==> src/rtl/alu_issue_scoreboard.sv <==
// ALU issue stage: register scoreboard with a one-entry issue register; optional SCOREBOARD_WB_BYPASS_EN.
// Latency 1 cycle decode->issue; decode stalls on hazard or when the issue register is held by !issue_ready.
module alu_issue_scoreboard (
    input  logic        clk,
    input  logic        reset_n,
    input  logic        dec_valid,
    output logic        dec_ready,
    input  logic [3:0]  alu_a_select,
    input  logic [3:0]  alu_b_select,
    input  logic [3:0]  alu_c_select,
    input  logic [3:0]  alu_d_select,
    input  logic [3:0]  alu_Y1_select,
    input  logic [3:0]  alu_Y2_select,
    input  logic [1:0]  alu_write,
    input  logic        invalid_instruction,
    input  logic [47:0] fields_in,
    output logic        issue_valid,
    input  logic        issue_ready,
    output logic [3:0]  issue_a_select,
    output logic [3:0]  issue_b_select,
    output logic [3:0]  issue_c_select,
    output logic [3:0]  issue_d_select,
    output logic [3:0]  issue_Y1_select,
    output logic [3:0]  issue_Y2_select,
    output logic [1:0]  issue_write,
    output logic [47:0] issue_fields,
    input  logic        wb_valid,
    input  logic [3:0]  wb_Y1_select,
    input  logic [3:0]  wb_Y2_select,
    input  logic [1:0]  wb_write,
    output logic [15:0] pending,
    output logic        illegal_seen,
    output logic [15:0] stall_count
);

    logic        issue_valid_q, issue_valid_d;
    logic [3:0]  a_q, b_q, c_q, d_q, y1_q, y2_q;
    logic [1:0]  write_q;
    logic [47:0] fields_q;
    logic [15:0] pending_q, pending_d;
    logic        illegal_q, illegal_d;
    logic [15:0] stall_q, stall_d;

    logic [15:0] wb_clr, acc_set, pending_eff;
    logic        hazard, accept, issue_load;

    always_comb begin
        wb_clr = '0;
        if (wb_valid) begin
            if (wb_write[0]) wb_clr[wb_Y1_select] = 1'b1;
            if (wb_write[1]) wb_clr[wb_Y2_select] = 1'b1;
        end
    end

`ifdef SCOREBOARD_WB_BYPASS_EN
    assign pending_eff = pending_q & ~wb_clr;
`else
    assign pending_eff = pending_q;
`endif

    // Destination checks guard against WAW reordering against an older in-flight write.
    assign hazard = pending_eff[alu_a_select] | pending_eff[alu_b_select]
                  | pending_eff[alu_c_select] | pending_eff[alu_d_select]
                  | (alu_write[0] & pending_eff[alu_Y1_select])
                  | (alu_write[1] & pending_eff[alu_Y2_select]);

    assign dec_ready  = !hazard && (!issue_valid_q || issue_ready);
    assign accept     = dec_valid && dec_ready;
    assign issue_load = accept && !invalid_instruction;

    always_comb begin
        acc_set = '0;
        if (issue_load) begin
            if (alu_write[0]) acc_set[alu_Y1_select] = 1'b1;
            if (alu_write[1]) acc_set[alu_Y2_select] = 1'b1;
        end
        acc_set[0] = 1'b0;
    end

    // New claims are OR'd after the clear so a same-cycle set wins.
    assign pending_d     = (pending_q & ~wb_clr) | acc_set;
    assign issue_valid_d = issue_load ? 1'b1 : (issue_valid_q && !issue_ready);
    assign illegal_d     = illegal_q | (accept && invalid_instruction);
    assign stall_d       = (dec_valid && hazard && stall_q != 16'hFFFF) ? stall_q + 16'd1 : stall_q;

    always_ff @(posedge clk or negedge reset_n) begin
        if (!reset_n) begin
            issue_valid_q <= 1'b0;
            a_q           <= '0;
            b_q           <= '0;
            c_q           <= '0;
            d_q           <= '0;
            y1_q          <= '0;
            y2_q          <= '0;
            write_q       <= '0;
            fields_q      <= '0;
            pending_q     <= '0;
            illegal_q     <= 1'b0;
            stall_q       <= '0;
        end else begin
            issue_valid_q <= issue_valid_d;
            pending_q     <= pending_d;
            illegal_q     <= illegal_d;
            stall_q       <= stall_d;
            if (issue_load) begin
                a_q      <= alu_a_select;
                b_q      <= alu_b_select;
                c_q      <= alu_c_select;
                d_q      <= alu_d_select;
                y1_q     <= alu_Y1_select;
                y2_q     <= alu_Y2_select;
                write_q  <= alu_write;
                fields_q <= fields_in;
            end
        end
    end

    assign issue_valid     = issue_valid_q;
    assign issue_a_select  = a_q;
    assign issue_b_select  = b_q;
    assign issue_c_select  = c_q;
    assign issue_d_select  = d_q;
    assign issue_Y1_select = y1_q;
    assign issue_Y2_select = y2_q;
    assign issue_write     = write_q;
    assign issue_fields    = fields_q;
    assign pending         = pending_q;
    assign illegal_seen    = illegal_q;
    assign stall_count     = stall_q;

endmodule

==> config.mk <==
export PLATFORM = sky130hd
export DESIGN_NAME = alu_issue_scoreboard
export DESIGN_NICKNAME = d
export VERILOG_FILES = /design/src/rtl/alu_issue_scoreboard.sv
export SDC_FILE = /design/constraint.sdc
export NUM_CORES = 1
export LEC_CHECK = 0
export CAP_MARGIN = 20
export CORE_MARGIN = 2
export CORE_UTILIZATION = 45
export CTS_CLUSTER_SIZE = 12
export DETAILED_ROUTE_END_ITERATION = 8
export DONT_BUFFER_PORTS = 1
export GPL_TIMING_DRIVEN = 0
export PLACE_DENSITY = 0.67
export SYNTH_ARGS = -nofsm -noshare
export SYNTH_HDL_FRONTEND = slang
export SYNTH_SLANG_ARGS = --single-unit
==> constraint.sdc <==
create_clock -name clk -period 2.8 [get_ports clk]
set_input_delay 0.42 -clock clk [delete_from_list [all_inputs] [get_ports clk]]
set_output_delay 0.42 -clock clk [all_outputs]
set_load 0.1 [all_outputs]
### Yosys cells after proc, flatten, opt, wreduce, memory -nomap -nowiden

Index checks and enable logic that the tools add are counted.

* bits in registers: 108
* bits in latches: 0
* bits in writable memories: 0
* memory bits (read-only): 0
* bits of input ports: 90
* output and inout port bits: 109
* logic and storage cells: 84
* memories kept: 0

* $add $sub $neg: 1
* $mul: 0
* div/mod/pow operators: 0
* $lt $le $gt $ge: 12
* equal/unequal tests: 1
* shifts and indexed selects: 0
* muxes and demuxes: 29
* bitwise logic cells: 13
* reduce and logical (&&, ||, !) cells: 16

Operator list (count)
* 16-bit 2-to-1 mux: 8
* 16-bit OR: 3
* 4-bit by 5-bit less-than comparator with 1-bit output, second input constant: 8
* 1-bit binary-select mux with 4-bit select: 6
* 16-bit by 1-bit adder with 16-bit output, second input constant: 1
* 16-bit AND: 1
* 1-bit demux with 4-bit select: 4
* 4-bit by 1-bit greater-or-equal comparator with 1-bit output, second input constant: 4
* 16-bit inequality test, second input constant: 1
* 16-bit NOT: 1
* 1-bit logical AND: 11
* 1-bit 2-to-1 mux: 11
* 1-bit OR: 6
* 1-bit zero test: 4
* 1-bit AND: 2
* 1-bit logical OR: 1

### Longest topological paths before layout

Gate-level depths: netlist of the first run.

* word-level depth: 16
* gate-level depth with buffers: 10
* mapped depth without buffers: 7

### Least setup slack after synthesis of the first run

OpenSTA, ideal clock, no wires.

* path type: reg-to-output
* from: register pending_q[4], in the netlist pending[4]
* to: output port dec_ready
* arrival: 3.166 ns
* slack: -0.786 ns
* stages on the path, launching flop included: 7
* buffers on the path: 0
* cell sequence: dfrtp_1 > mux2_4 > a32o_1 > nor4_1 > nand4_1 > nor4_4 > and2_1

* word-level cells in the longest chain between the ends: 9

Ends and longest elaborated chain
* from (decl): line 40 `logic [15:0] pending_q, pending_d;`
* from (signal assigned): line 102 `pending_q <= pending_d;`
* 1-bit binary-select mux with 4-bit select: line 62 `assign hazard = pending_eff[alu_a_select] | pending_eff[alu_b_select]`
* 1-bit 2-to-1 mux (implied by the code): line 62
* 1-bit OR: line 62
* 1-bit OR (2 in a row): line 63 `| pending_eff[alu_c_select] | pending_eff[alu_d_select]`
* 1-bit OR: line 64 `| (alu_write[0] & pending_eff[alu_Y1_select])`
* 1-bit OR *: line 65 `| (alu_write[1] & pending_eff[alu_Y2_select]);`
* 1-bit zero test *: line 67 `assign dec_ready = !hazard && (!issue_valid_q || issue_ready);`
* 1-bit logical AND *: line 67
* to (decl): line 7 `output logic dec_ready,`

Mark *: on every way between the ends. The rest lies on a longest branch, timed or not. The select of a mux whose other input is x is not followed.

### Final worst setup path of the first run

* from: register pending_q[15], in the netlist pending[15]
* to: output port dec_ready

The elaborated chain is that of the path after synthesis.

==> results of run 1 <==
registers in the layout (all words and copies together), names as in the netlist:
signal / count
issue_fields: 48
pending: 16
stall_count: 16
issue_Y1_select: 4
issue_Y2_select: 4
issue_a_select: 4
issue_b_select: 4
issue_c_select: 4
issue_d_select: 4
issue_write: 2
illegal_seen: 1
issue_valid: 1
timing repair:
item | 4_1_cts | 5_1_grt
setup buffers | 19 | 7
gates cloned | 7 | 2
endpoints found under the hold margin | 108 | 108
resized for setup | 80 | 74
pin swaps | 6 | 16
setup endpoints to repair | 107 | 108
Yosys cell counts (2+ instances only):
library cell	number	area (um^2)
nor3b_1	2	15.0
mux4_2	17	383
or3_1	2	12.5
nor2_1	7	26.3
inv_1	2	7.51
nor4b_1	6	52.6
nand3b_1	13	97.6
or2_2	4	25.0
and2_1	2	12.5
or3b_2	3	26.3
mux2_2	23	259
clkbuf_1	10	37.5
nor4_1	9	56.3
nand2b_1	10	62.6
nor3_1	6	30.0
nand2_1	28	105
nor2b_1	2	12.5
a22o_1	15	131
mux2i_1	16	160
nand4_1	4	25.0
nand3_1	13	65.1
buf_2	5	25.0
buf_6	6	67.6
buf_4	2	15.0
xor2_1	13	114
a211oi_1	4	30.0
mux2_1	54	608
dfrtp_1	108	2700
o22ai_1	33	206
and3_1	5	31.3
area by class of cell:
cell class | instances | area share
Buffer | 18 | 0.0210
Multi-Input combinational cell | 304 | 0.444
Clock buffer | 10 | 0.0329
Inverter | 2 | 0.00108
Clock inverter | 6 | 0.0103
Sequential cell | 108 | 0.400
Tap cell | 147 | 0.0264
Timing Repair Buffer | 28 | 0.0644
routing by layer:
layer	GRT usage	share of wire	vias up
li1	-	-	1743
met5	0	0	-
met1	0.288	0.38	2098
met3	0.0812	0.10	17
met4	0.0747	0.013	0
met2	0.384	0.50	214
kinds of logic (layout without fill, tap and decap cells):
logic type | count (synthesis) | in the layout
AO/OA/AOI/OAI | 58 | 58
XOR/XNOR | 14 | 14
multiplexers | 111 | 111
AND/OR/NAND/NOR | 120 | 120
flip-flops | 108 | 108
buffers and inverters | 25 | 64
adder cells (fa/ha/maj) | 1 | 1
stage by stage:
stage,setup slack (ns),std cells,hold WS [ns],utilization
2_1_floorplan,-0.269,437,0.124,-
3_3_place_gp,-0.668,584,0.127,0.485
3_5_place_dp,-0.659,584,0.127,0.485
4_1_cts,-0.445,625,-0.253,0.560
5_1_grt,-0.526,623,-0.256,0.579
6_report,-0.432,623,-0.245,0.579
worst paths after layout:
check                                    start               end  slack, ns  depth (start not counted)
worst max-delay path               pending[15]         dec_ready      -0.43                          4
worst min register to register  stall_count[0]    stall_count[0]       0.81                          1
worst max register to register     pending[15]  issue_fields[41]      -0.42                          8
worst min-delay path                   reset_n    stall_count[9]      -0.25                          0
min in group clk                  fields_in[5]   issue_fields[5]       0.21                          1
max in group asynchronous              reset_n       pending[10]       2.90                          0
==> flow_metrics.tcl, run 1 <==
set metrics [dict create \
    status "complete, but fails checks" \
    failed_checks "negative hold slack, negative setup slack" \
    crit_path_max_incr_delay_ns 0.65 \
    globalplace.congestion 0.928 \
    synthXorXnorAreaFrac 0.0221 \
    period_needed_ns 3.23 \
    yosys_warnings 0 \
    final-seq-area_um2 2780 \
    io_pins 199 \
    drt_pass1_iterations 4 \
    cts-root-buf "clkbuf_16" \
    finalMaxSlewViolations 0 \
    synthMuxAreaShare 0.257 \
    area_growth_pct 25.2 \
    clock_sinks 108 \
    synth.yosys.seq_area_share 0.487 \
    htreeDepth 3 \
    mostFrequentLayoutCell "dfrtp_1" \
    fmax_mhz 309 \
    die_area_um2 13200 \
    synth_seq_cells 108 \
    viasPerCell 6.54 \
    grt_max_degree 109 \
    wl_per_cell_um 25.9 \
    ys.flop_type "dfrtp_1" \
    vias 4072 \
    synth_top_family_by_area "multiplexers" \
    end_kind "output port" \
    cts_buffer_depth 2 \
    slew_headroom 0.298 \
    syn_inst 437 \
    dieWidth_um 115 \
    multi_input_area_um2 3090 \
    grt.total_usage 0.233 \
    worstSetupPathType "flop to output port" \
    holdWs_ns -0.245 \
    synth_edf_count 0 \
    crit_family "multiplexers" \
    fin_worst_skew_ns 0.00558 \
    critPathMaxFanout 8 \
    syn_area_per_cell_um2 12.7 \
    synth_compound_area_frac 0.0752 \
    crit_slowest_cell "dfrtp_4" \
    n_antenna_cell 0 \
    clk_latency_ns 0.35 \
    synthSimpleGateAreaFrac 0.130 \
    min-delay-path-class "input port to async pin" \
    drv_cap 0 \
    grt_pass1_wl_mm 23.3 \
    start_util 0.462 \
    drc 0 \
    crit_chain "mux4_2, mux4_2, nor4_4, and2_4" \
    clkTransAtPathRegs_ns 0.07 \
    worst_pin_slew_ns 1.05 \
    numCtsBuffers 9 \
    routed_wl_mm 16.1 \
    synth_cell_types 43 \
    grt_pass1_vias 4096 \
    mappedNetlistArea_um2 5550 \
    overflow 0 \
    yosys.area_share.adder 0.00225 \
    cts_tree "done" \
    ant_nets 0 \
    drt_iter0_drc 350 \
    core_area_um2 12000 \
    port-buffer-count 0 \
    die_h_um 115 \
    syn_nets 528 \
    arrival_ns 2.81 \
    finalHoldViolCount 108 \
    fin_setup_tns_ns -28.79 \
    nets 562 \
    synthArstFlopShare 1.00 \
    nFillCells 946 \
    crit_path_start_kind "flop" \
    crit_path_frequent_cell "mux4_2" \
    fp-row-count 40 \
    finalSetupViolCount 101 \
    grt_antenna_before_repair 0 \
    cp.required_ns 2.38 \
    postLayoutCellArea_um2 6960 \
    drive_above_1_share 0.422 \
    cp_num_buf_inv 0 \
    dpl_cell_area_um2 5830 \
    dp_hpwl_mm 10.5 \
    setup_slack_ns -0.432 \
    min_period_over_period 1.15 \
    rsz0062_at_grt "yes" \
    most-common-layout-cells "82 x dfrtp_1, 60 x mux2_4, 33 x o22ai_1" \
]
Power of run 1 is not shown: default switching activity piles up to over one toggle a cycle in this logic, so the estimate is an artifact.
==> inputs of run 2 (changes only) <==
--- a/config.mk
+++ b/config.mk
@@ -13,6 +13,7 @@
 export DONT_BUFFER_PORTS = 1
 export GPL_TIMING_DRIVEN = 0
 export PLACE_DENSITY = 0.67
+export SLEW_MARGIN = 10
 export SYNTH_ARGS = -nofsm -noshare
 export SYNTH_HDL_FRONTEND = slang
 export SYNTH_SLANG_ARGS = --single-unit
==> results of run 2 <==
Same layout as run 1: the final DEF is identical, and so are final timing and power.
Power of run 2 is left out for the same reason.
==> inputs of run 3 (changes only) <==
--- a/config.mk
+++ b/config.mk
@@ -12,6 +12,7 @@
 export DETAILED_ROUTE_END_ITERATION = 8
 export DONT_BUFFER_PORTS = 1
 export GPL_TIMING_DRIVEN = 0
+export HOLD_SLACK_MARGIN = 0.15
 export PLACE_DENSITY = 0.67
 export SLEW_MARGIN = 10
 export SYNTH_ARGS = -nofsm -noshare
==> results of run 3 <==
Same layout as run 1: the final DEF is identical, and so are final timing and power.
Power of run 3 is left out for the same reason.
